--- config.mk ---
export PLATFORM = sky130hd
export DESIGN_NAME = result_word_serializer
export DESIGN_NICKNAME = d
export VERILOG_FILES = /design/src/rtl/result_word_serializer.sv
export SDC_FILE = /design/constraint.sdc
export NUM_CORES = 1
export LEC_CHECK = 0
export CORE_MARGIN = 3
export CORE_UTILIZATION = 51
export CTS_BUF_LIST = sky130_fd_sc_hd__clkbuf_4
export DETAILED_ROUTE_END_ITERATION = 10
export PLACE_DENSITY = 0.91
export SLEW_MARGIN = 10
export SYNTH_ARGS = -nofsm -noshare
export SYNTH_HDL_FRONTEND = slang
export SYNTH_SLANG_ARGS = --single-unit
--- constraint.sdc ---
create_clock -name clock -period 3.1 [get_ports clock]
set_input_delay 0.31 -clock clock [delete_from_list [all_inputs] [get_ports clock]]
set_output_delay 0.31 -clock clock [all_outputs]
set_load 0.005 [all_outputs]
--- src/rtl/result_word_serializer.sv ---
// Parallel-in, chunked-out unloader: emits one IN_WIDTH-bit word as CHUNK-bit pieces, MSB chunk first,
// over a valid/ready handshake. Define SER_PARITY_EN to add an even-parity bit alongside out_data.
module result_word_serializer #(
    parameter int IN_WIDTH = 160,
    parameter int CHUNK = 20,
    localparam int NUM_CHUNKS = IN_WIDTH / CHUNK,
    localparam int CW = $clog2(NUM_CHUNKS)
) (
    input  logic                clock,
    input  logic                rst,
    input  logic                load_valid,
    output logic                load_ready,
    input  logic [IN_WIDTH-1:0] load_data,
    input  logic                flush,
    output logic                out_valid,
    input  logic                out_ready,
    output logic [CHUNK-1:0]    out_data,
    output logic [CW-1:0]       chunk_idx,
    output logic                done
`ifdef SER_PARITY_EN
    ,
    output logic                out_parity
`endif
);

    generate
        if ((IN_WIDTH % CHUNK) != 0 || NUM_CHUNKS < 2) begin : g_bad_cfg
            $error("result_word_serializer: IN_WIDTH must be a multiple of CHUNK with at least two chunks");
        end
    endgenerate

    localparam logic [CW-1:0] LAST_IDX = CW'(NUM_CHUNKS - 1);

    typedef enum logic {
        IDLE = 1'b0,
        SEND = 1'b1
    } state_t;

    state_t              state_q, state_d;
    logic [IN_WIDTH-1:0] shreg_q, shreg_d;
    logic [CW-1:0]       idx_q, idx_d;
    logic                done_q, done_d;

    // Both handshakes are plain valid/ready: a beat moves on a rising edge where valid and ready
    // are both high; valid never depends on ready, and flush/rst override any beat in that cycle.
    always_ff @(posedge clock) begin
        if (rst) begin
            state_q <= IDLE;
            shreg_q <= '0;
            idx_q   <= '0;
            done_q  <= 1'b0;
        end else begin
            state_q <= state_d;
            shreg_q <= shreg_d;
            idx_q   <= idx_d;
            done_q  <= done_d;
        end
    end

    always_comb begin
        state_d = state_q;
        shreg_d = shreg_q;
        idx_d   = idx_q;
        done_d  = 1'b0;
        if (flush) begin
            state_d = IDLE;
            shreg_d = '0;
            idx_d   = '0;
        end else begin
            case (state_q)
                IDLE: begin
                    if (load_valid) begin
                        shreg_d = load_data;
                        idx_d   = '0;
                        state_d = SEND;
                    end
                end
                SEND: begin
                    if (out_ready) begin
                        // Zero fill leaves shreg all-zero after the last chunk, so IDLE shows out_data=0.
                        shreg_d = shreg_q << CHUNK;
                        if (idx_q == LAST_IDX) begin
                            state_d = IDLE;
                            idx_d   = '0;
                            done_d  = 1'b1;
                        end else begin
                            idx_d = idx_q + CW'(1);
                        end
                    end
                end
                default: begin
                    state_d = IDLE;
                    shreg_d = '0;
                    idx_d   = '0;
                end
            endcase
        end
    end

    assign load_ready = (state_q == IDLE);
    assign out_valid  = (state_q == SEND);
    assign out_data   = shreg_q[IN_WIDTH-1 -: CHUNK];
    assign chunk_idx  = idx_q;
    assign done       = done_q;

`ifdef SER_PARITY_EN
    assign out_parity = ^out_data;
`endif

endmodule

Word-level counts from Yosys, hierarchy flattened
Cells that the tools add are included.
- bitwise logic cells: 2
- multipliers: 0
- div/mod/pow operators: 0
- magnitude comparators: 0
- reductions and logical operators: 3
- shifts and indexed selects: 0
- $add $sub $neg: 1
- mux-type cells: 12
- equal/unequal tests: 3
- operators by type and width (cell ; number):
    160-bit two-way mux ; 2
    160-bit one-hot mux with 2 select lines ; 1
    3-bit two-way mux ; 3
    3-bit one-hot mux with 2 select lines ; 1
    1-bit two-way mux ; 4
    2-bit inequality test (second input constant) ; 2
    4-bit OR reduction ; 1
    3-bit by 1-bit adder with 3-bit output (second input constant) ; 1
    3-bit == test (second input constant) ; 1
    1-bit inverter ; 2
    1-bit one-hot mux with 2 select lines ; 1
    2-bit AND reduction ; 1
    2-bit OR reduction ; 1
- memories kept: 0
- register bits after elaboration: 165
- input port bits: 165
- word-level logic and storage cells: 25
- bits in latches: 0
- RAM bits: 0
- ROM bits: 0
- output and inout bits: 26

Logic depth before layout (Yosys ltp)
Gate-level depths: netlist of run 1.
- depth after elaboration: 4
- gate-level depth with buffers: 7
- gate-level depth less buffers: 5

Worst setup path before layout of run 1
OpenSTA, ideal clock, no wires.
- path type: flip-flop to flip-flop
- start point: register state_q, in the netlist out_valid
- end point: register shreg_q[72]
- path slack: 1627 ps
- arrival: 1327 ps
- path buffers: 4
- setup time: 146 ps
- clock period less this slack: 1473 ps
- cell stages (with the launch flop): 8
- path through: dfxtp_1 > buf_4 > mux2_4 > buf_6 > buf_6 > buf_2 > nor2_1 > a211oi_2
- word-level cells in the longest chain between the ends: 3
- elaborated cells between the ends (all ways): 5
- RTL lines (element ; RTL line ; source):
    from (decl) ; 39 ; state_t state_q, state_d;
    from (signal assigned) ; 53 ; state_q <= state_d;
    1-bit inverter ; - ;
    2-bit inequality test (no line) ; - ;
    2-bit AND reduction (no line) ; - ;
    to (signal assigned) ; 54 ; shreg_q <= shreg_d;
    to (decl) ; 40 ; logic [IN_WIDTH-1:0] shreg_q, shreg_d;
Parallel ways exist; a longest one is shown, timed or not.
A chain may end at the register's enable or synchronous reset.

Worst setup path in the final report of run 1
- start point: register state_q, in the netlist out_valid
- end point: output port load_ready
- word-level cells in the longest chain between the ends: 1
- RTL lines (element ; RTL line ; source):
    1-bit inverter ; - ;
    to (decl) ; 12 ; output logic load_ready,
No other way between the ends.

==> results.json, run 1 <==
{
  "status": "finished, final reports clean",
  "cts_max_level": 4,
  "syn-mean-instance-area_um2": 10.78,
  "post-cts-setup-buffers": 0,
  "ys_seq_area_share_pct": 41.75,
  "num_io_pins": 191,
  "drive_gt1_share_pct": 21.57,
  "worst_pin_slew_ns": 0.5878,
  "antenna_found_initial": 2,
  "yosysMostFrequentCell": "nor2_1",
  "dieHeight_um": 130.6,
  "syn_nets": 901,
  "synthTopCellsByArea": "dfxtp_1 (42%), a211oi_2 (22%), mux2i_1 (18%), nor2_1 (7.9%), buf_6 (2.4%)",
  "die_x_um": 130.6,
  "max_freq_mhz": 404.4,
  "synth_area_um2": 7913,
  "synthFlopType": "dfxtp_1",
  "critical_path.top_delay_family": "buffers and inverters",
  "peakVddDrop_mv": 0.2782,
  "setup_violations": 0,
  "grt_pass1_wl_mm": 29.30,
  "synth_cell_types": 18,
  "fin_crit_sh_pct": 79.77,
  "wl_per_cell_um": 17.49,
  "die_area_um2": 17050,
  "dp_hpwl_mm": 13.34,
  "reg2reg_slack_ns": 1.04,
  "drv_cap": 0,
  "critPathMaxStageDelay_ns": 0.63,
  "slew_headroom_pct": 60.81,
  "cp.required_ns": 2.79,
  "grt_max_degree": 77,
  "vias": 5830,
  "clock-sinks": 165,
  "routed_wl_mm": 18.66,
  "critPathCapture": "load_ready",
  "drc": 0,
  "rr_worst_depth": 4,
  "numCtsBuffers": 17,
  "fin_worst_skew_ns": 0.01910,
  "rows": 44,
  "ant_nets": 0,
  "power.leakage_nw": 3.455,
  "synth_cells": 734,
  "place_congestion": 0.8087,
  "placedCellCount": 1033,
  "portBuffers": 190,
  "crit_type": "flop to primary output",
  "via_per_inst": 5.464,
  "yosys_register_bits": 165,
  "worstHoldStart": "load_data[6]",
  "grt-ovfl-total": 0,
  "startpoint_type": "flop",
  "ctsHoldBuffers": 0,
  "root_buffer": "clkbuf_4",
  "fin_crit_ns": 2.473,
  "slew_viol_final": 0,
  "crit_slowest_cell": "dfxtp_4",
  "synth_commonest_cells": "nor2_1 (166), dfxtp_1 (165), mux2i_1 (141), a211oi_2 (140), clkbuf_1 (28)",
  "clkSlewWorstSetupHoldPaths_ns": 0.14,
  "endpoint_kind": "primary output",
  "cp.depth": 3,
  "power_density_nw_per_um2": 466.9,
  "final_cells": 1067,
  "cts-resized-gates": 0,
  "min_path_type": "input port to flop",
  "track_usage_pct": 22.06,
  "cp.arrival_ns": 2.16,
  "ys_warn_count": 0,
  "drtPass1Iterations": 5,
  "synth_edf_count": 0,
  "clockBufferDepth": 2,
  "final.setup.tns_ns": 0,
  "critPathMaxFanout": 25,
  "path_buf_inv": 3,
  "syn_to_final_growth_pct": 27.32,
  "start_util_pct": 53.23,
  "placeableCoreArea_um2": 14860,
  "nNetsFinal": 1035,
  "cts_tree": "done",
  "drt_iter0_drc": 346,
  "r2r_end": "shreg_q[71]",
  "hold_viol_final": 0,
  "cp-startpoint": "out_valid",
  "regToRegStartpoint": "out_valid",
  "crit_chain": "buf_4 > inv_1 > clkdlybuf4s50_1",
  "synth.largest_area_cell": "dfxtp_1",
  "clk_latency_ns": 0.57,
  "grt_pass1_vias": 5811,
  "async_flop_share_pct": 0,
  "synth.top_cell.area_share_pct": 41.75,
  "rsz0062_at_grt": "false"
}
==> worst reg2reg max path, cell delays in order (launching register included) <==
cell	delay [ns]
dfxtp_4	0.63
mux2_8	0.62
buf_4	0.44
nor2_1	0.09
a211oi_2	0.20
==> power breakdown <==
part / internal (W) / total (W) / switching (W) / leakage (nW)
combinational: 0.000430 / 0.000848 / 0.000417 / 1.91
clock: 0.000808 / 0.00157 / 0.000763 / 0.194
sequential: 0.00222 / 0.00228 / 0.0000647 / 1.35
==> layout by cell type (no fill, tap or decap), drive strengths merged <==
cell type / n
clkbuf: 18
a211oi: 140
clkdlybuf4s50: 190
buf: 15
nand3: 1
clkinvlp: 1
mux2: 1
or2: 1
bufinv: 6
a32oi: 3
inv: 2
nand2: 1
clkinv: 6
mux2i: 141
a22oi: 20
a21oi: 1
ha: 2
nor2b: 1
diode: 2
dfxtp: 165
nor2: 166
==> kinds of logic (layout without fill, tap and decap cells) <==
| family | Yosys count | count (layout) | synth area share, % |
|---|---|---|---|
| AND/OR/NAND/NOR | 170 | 170 | 8.144 |
| flip-flops | 165 | 165 | 41.75 |
| AO/OA/AOI/OAI | 164 | 164 | 24.43 |
| multiplexers | 142 | 142 | 18.03 |
| buffers and inverters | 91 | 238 | 7.337 |
| adder cells (fa/ha/maj) | 2 | 2 | 0.3162 |
| other | 0 | 2 | 0 |
==> cell type report <==
type	count	area (um2)
flip-flops and latches	165	3307
clock inverters	14	232.7
clock buffers	18	135.1
multi-input cells	478	4046
diodes	2	5.005
well taps	184	230.2
inverters	1	3.754
repair buffers	205	2115
fillers	1115	4790
==> worst min-delay path by stage <==
stage                  endpoint  slack (ns)  depth (start not counted)
detailed placement  shreg_q[12]        0.49                          2
global placement    shreg_q[12]        0.48                          2
CTS                 shreg_q[19]        0.32                          3
finish               shreg_q[6]        0.37                          3
floorplan                  done        0.45                          2
global route        shreg_q[10]        0.33                          3
==> stage by stage <==
step / hold slack [ns] / total power (W) / utilization, % / setup WS (ns) / area [um2]
final: 0.3687 / 0.004704 / 67.78 / 0.6273 / 10070
after global routing: 0.3278 / 0.004898 / 67.78 / 0.4383 / 10070
after CTS: 0.3178 / 0.004746 / 67.74 / 0.5592 / 10070
after floorplan: 0.4505 / 0.002862 / - / 1.627 / 7913
after global placement: 0.4778 / 0.003159 / 65.27 / 0.8527 / 9702
after detailed placement: 0.4919 / 0.003177 / 65.27 / 0.7999 / 9702
==> flip-flops by register name (all words and copies together), names as in the netlist <==
| name | cells |
|---|---|
| shreg_q | 160 |
| chunk_idx | 3 |
| done | 1 |
| out_valid | 1 |
==> layer usage <==
metal  part of all wire (%)  vias to the layer above  track usage, %
met5                      0                        -               0
met4                    1.5                        0           7.623
met3                    6.6                       20           6.667
met2                     49                      167           36.33
met1                     43                     2739           27.60
li1                       -                     2904               -
No activity file was read; power rests on OpenSTA's default activity.
==> inputs of run 2 (changes only) <==
==> constraint.sdc (replaced) <==
create_clock -name clock -period 2.5 [get_ports clock]
set_input_delay 0.25 -clock clock [delete_from_list [all_inputs] [get_ports clock]]
set_output_delay 0.25 -clock clock [all_outputs]
set_load 0.005 [all_outputs]
==> run 2 against run 1 <==
Clock power is essentially flat; global-route usage shrank 0.35 points; sequential power grew 24%; critical path depth shrank 1; combinational power grew 26%; clock-buffer cell count grew 1; flip-flop and latch count is the same; clock skew is essentially flat; critical path type unchanged; critical endpoint is now out_valid; largest cell class unchanged.
==> results.json, run 2 (synthesis gave the netlist of run 1 again) <==
{
  "rows": 44,
  "max_freq_mhz": 440.0,
  "track_usage_pct": 21.72,
  "top_register": "shreg_q",
  "final_common_cell": "clkdlybuf4s50_1",
  "status": "finished, final reports clean",
  "grt_pass1_vias": 5696,
  "power.leakage_nw": 3.442,
  "nFillCells": 1146,
  "wl_per_cell_um": 17.45,
  "setup_violations": 0,
  "hold_end": "shreg_q[13]",
  "worst_pin_slew_ns": 0.5676,
  "numCtsBuffers": 17,
  "rsz0062_at_grt": "false",
  "hold_depth": 3,
  "die_area_um2": 17050,
  "syn_to_final_growth_pct": 26.96,
  "slew_headroom_pct": 62.16,
  "power_density_nw_per_um2": 546.1,
  "place_congestion": 0.7733,
  "multi_input_area_um2": 4046,
  "r2r_end": "shreg_q[3]",
  "final_cell_mix": "clkdlybuf4s50_1 (190), nor2_1 (166), dfxtp_1 (164)",
  "drive_gt1_share_pct": 21.29,
  "clk_latency_ns": 0.56,
  "cts_max_level": 4,
  "min_path_type": "input port to flop",
  "ant_nets": 0,
  "drc": 0,
  "fin_worst_skew_ns": 0.01895,
  "largest_reg_flops": 160,
  "dieHeight_um": 130.6,
  "routed_wl_mm": 18.67,
  "root_buffer": "clkbuf_4",
  "fin_crit_ns": 2.273,
  "regToRegStartpoint": "out_valid",
  "antenna_found_initial": 2,
  "drt_iter0_drc": 407,
  "portBuffers": 190,
  "final.setup.tns_ns": 0,
  "rr_worst_depth": 5,
  "startpoint_type": "flop",
  "fin_crit_sh_pct": 90.92,
  "clockBufferDepth": 2,
  "cts-resized-gates": 0,
  "drtPass1Iterations": 5,
  "cp.arrival_ns": 2.02,
  "hold_viol_final": 0,
  "num_io_pins": 191,
  "post-cts-setup-buffers": 0,
  "slew_viol_final": 0,
  "drv_cap": 0,
  "grt-ovfl-total": 0,
  "clock-sinks": 165,
  "dp_hpwl_mm": 13.51,
  "die_x_um": 130.6,
  "nNetsFinal": 1038,
  "ctsHoldBuffers": 0,
  "via_per_inst": 5.409,
  "worstHoldStart": "load_data[13]",
  "clkSlewWorstSetupHoldPaths_ns": 0.12,
  "start_util_pct": 53.23,
  "cts_tree": "done",
  "fin_util_pct": 67.58,
  "vias": 5788,
  "grt_max_degree": 81,
  "endpoint_kind": "primary output",
  "peakVddDrop_mv": 0.3002,
  "placeableCoreArea_um2": 14860,
  "reg2reg_slack_ns": 0.75,
  "grt_pass1_wl_mm": 28.97,
  "crit_type": "flop to primary output",
  "regArea_um2": 3307,
  "critPathMaxFanout": 19,
  "cp.required_ns": 2.25,
  "hold_ws_ns": 0.3266
}
-- run 2: metrics by stage --
stage	cell area (um2)	setup slack [ns]	power, W	std cells
floorplan	7913	1.027	0.003549	734
global placement	9762	0.5079	0.003933	1036
detailed placement	9762	0.4282	0.003955	1036
CTS	10040	0.1565	0.005534	1067
global route	10040	0.08717	0.005729	1069
finish	10050	0.2271	0.005487	1070
-- run 2: worst max path at each step --
| stage | startpoint | to | slack, ns | cells after the start |
|---|---|---|---|---|
| after global placement | out_ready | shreg_q[90] | 0.51 | 5 |
| after detailed placement | out_ready | shreg_q[98] | 0.43 | 5 |
| after CTS | out_valid | out_valid | 0.16 | 2 |
| final | out_valid | out_valid | 0.23 | 2 |
| after global routing | out_valid | out_valid | 0.09 | 2 |
| after floorplan | out_valid | shreg_q[72] | 1.03 | 7 |
-- run 2: worst max-delay path, stage by stage, from the launching register on --
cell	delay (ns)
dfxtp_4	0.56
buf_4	0.36
clkdlybuf4s50_1	0.56
-- run 2: per-layer routing --
metal	share of wire, %	wire length, um	GRT usage, %	vias up
met4	2.9	533	9.377	0
met2	48	8874	33.98	167
met5	0	0	0	-
met3	5.5	1032	5.366	35
li1	-	-	-	2899
met1	44	8232	28.63	2687
-- run 2: layout make-up --
cell class / instances / share of cell area (%)
tap: 184 / 2.292
clock inverter: 12 / 1.333
sequential: 165 / 32.92
clock buffer: 19 / 1.420
timing repair buffer: 208 / 21.65
multi-input combinational: 478 / 40.28
antenna: 3 / 0.07473
inverter: 1 / 0.03736
-- run 2: where the power goes --
group,internal (W),total (W),switching (W),leakage [nW]
combinational,0.000544,0.00107,0.000522,1.94
sequential,0.00275,0.00283,0.0000784,1.35
clock,0.000695,0.00159,0.000895,0.154
total,0.00399,0.00549,0.00150,3.44
==> inputs of run 3 (changes only) <==
--- a/config.mk
+++ b/config.mk
@@ -9,7 +9,7 @@
 export CORE_UTILIZATION = 51
 export CTS_BUF_LIST = sky130_fd_sc_hd__clkbuf_4
 export DETAILED_ROUTE_END_ITERATION = 10
-export PLACE_DENSITY = 0.91
+export PLACE_DENSITY = 0.84
 export SLEW_MARGIN = 10
 export SYNTH_ARGS = -nofsm -noshare
 export SYNTH_HDL_FRONTEND = slang
==> run 3 against run 2 <==
Utilization decreased by 0.58 points; sequential share of layout area is 0.29 points higher; cell count about the same; via count grew 1.9%; routed wire length grew 1.7%; clock power decreased by 13%; setup slack gained 0.0059 ns; worst hold slack improved by 0.0048 ns; global-route usage up 0.70 points.
==> results.json, run 3 (synthesis gave the netlist of run 1 again) <==
{
  "rows": 44,
  "hold_end": "shreg_q[11]",
  "cts-resized-gates": 0,
  "final_common_cell": "clkdlybuf4s50_1",
  "hold_viol_final": 0,
  "fin_util_pct": 67.00,
  "cts_tree": "done",
  "die_area_um2": 17050,
  "drive_gt1_share_pct": 21.69,
  "placeableCoreArea_um2": 14860,
  "power_density_nw_per_um2": 530.1,
  "design_area_um2": 9960,
  "slew_headroom_pct": 19.44,
  "r2r_end": "shreg_q[16]",
  "startpoint_type": "flop",
  "vias": 5900,
  "diodes": 0,
  "setup_violations": 0,
  "grt_pass1_wl_mm": 29.96,
  "final.setup.tns_ns": 0,
  "placedCellCount": 1038,
  "clockBufferDepth": 2,
  "dieHeight_um": 130.6,
  "fin_worst_skew_ns": 0.01583,
  "portBuffers": 190,
  "ant_nets": 0,
  "via_per_inst": 5.519,
  "grt_pass1_vias": 5958,
  "fin_crit_sh_pct": 90.68,
  "syn_to_final_growth_pct": 25.87,
  "root_buffer": "clkbuf_4",
  "slew_viol_final": 0,
  "routedLengthMet1_mm": 8.150,
  "place_area_um2": 9727,
  "status": "finished, final reports clean",
  "max_freq_mhz": 441.1,
  "critPathMaxFanout": 66,
  "fin_crit_ns": 2.267,
  "peakVddDrop_mv": 0.3091,
  "largest_reg_flops": 160,
  "rsz0062_at_grt": "false",
  "clk_latency_ns": 0.55,
  "clkSlewWorstSetupHoldPaths_ns": 0.13,
  "cp.required_ns": 2.25,
  "worst_pin_slew_ns": 1.185,
  "grt-ovfl-total": 0,
  "wl_per_cell_um": 17.77,
  "drtPass1Iterations": 4,
  "drt_iter0_drc": 471,
  "num_io_pins": 191,
  "cts_max_level": 4,
  "place_congestion": 0.8629,
  "crit_type": "flop to primary output",
  "post-cts-setup-buffers": 0,
  "numCtsBuffers": 17,
  "reg2reg_slack_ns": 0.57,
  "worstHoldStart": "load_data[11]",
  "start_util_pct": 53.23,
  "dp_hpwl_mm": 14.14,
  "grt_max_degree": 72,
  "die_x_um": 130.6,
  "regToRegStartpoint": "out_valid",
  "clock-sinks": 165,
  "rr_worst_depth": 3,
  "routed_wl_mm": 18.99,
  "drv_cap": 0,
  "endpoint_kind": "primary output",
  "ctsHoldBuffers": 0,
  "cp.arrival_ns": 2.02,
  "top_register": "shreg_q",
  "nNetsFinal": 1040,
  "wl_met2_mm": 9.336,
  "final_cells": 1069,
  "final_cell_mix": "clkdlybuf4s50_1 (190), nor2_1 (166), dfxtp_1 (164)",
  "hold_depth": 3,
  "power.leakage_nw": 3.406,
  "drc": 0,
  "antenna_found_initial": 0,
  "track_usage_pct": 22.42,
  "dr_wl_met3_mm": 1.082,
  "top_layer": "met4",
  "min_path_type": "input port to flop"
}
## run 3: cell types whose count changed in the layout (fill, tap and decap cells not counted)
| cell | previous run | this run |
|---|---|---|
| clkinv_4 | 0 | 1 |
| buf_12 | 11 | 7 |
| inv_4 | 1 | 0 |
| inv_6 | 1 | 0 |
| bufinv_16 | 3 | 1 |
| clkinvlp_4 | 0 | 2 |
| diode_2 | 3 | 0 |
| buf_4 | 7 | 13 |
| clkinv_2 | 2 | 5 |
| clkinv_1 | 5 | 3 |
## run 3: worst max path at each step
stage,end,slack (ns),depth (start not counted),start
global placement,shreg_q[10],0.52,4,out_ready
CTS,load_ready,0.16,3,out_valid
floorplan,shreg_q[72],1.03,7,out_valid
global route,load_ready,0.07,3,out_valid
finish,load_ready,0.23,3,out_valid
detailed placement,shreg_q[16],0.31,4,out_ready
## run 3: power breakdown
group | internal, W | leakage, nW | switching [W]
registers | 0.00275 | 1.35 | 0.0000797
logic | 0.000538 | 1.93 | 0.000526
clock network | 0.000491 | 0.130 | 0.000892
## run 3: per-stage QoR
stage / setup WS (ns) / hold slack, ns / power (W)
global placement: 0.5234 / 0.4780 / 0.003921
detailed placement: 0.3098 / 0.4857 / 0.003956
CTS: 0.1647 / 0.2882 / 0.005319
finish: 0.2330 / 0.3314 / 0.005279
floorplan: 1.027 / 0.3905 / 0.003549
global route: 0.07090 / 0.2685 / 0.005532
## run 3: cell type report
cell class | count | area (um2)
Clock buffer | 19 | 142.6
Sequential cell | 165 | 3307
Clock inverter | 12 | 90.09
Tap cell | 184 | 230.2
Timing Repair Buffer | 210 | 2140
Inverter | 1 | 3.754
Multi-Input combinational cell | 478 | 4046
Fill cell | 1164 | 4905
## run 3: layer usage
| metal | track usage, % | vias to the layer above |
|---|---|---|
| met5 | 0 | - |
| met4 | 7.078 | 0 |
| met3 | 5.081 | 35 |
| met2 | 37.35 | 158 |
| met1 | 29.03 | 2808 |
| li1 | - | 2899 |
## run 3: critical path, stage by stage, from the launching register on
cell             delay, ns
dfxtp_4               0.52
buf_12                0.40
inv_1                 0.07
clkdlybuf4s50_1       0.45
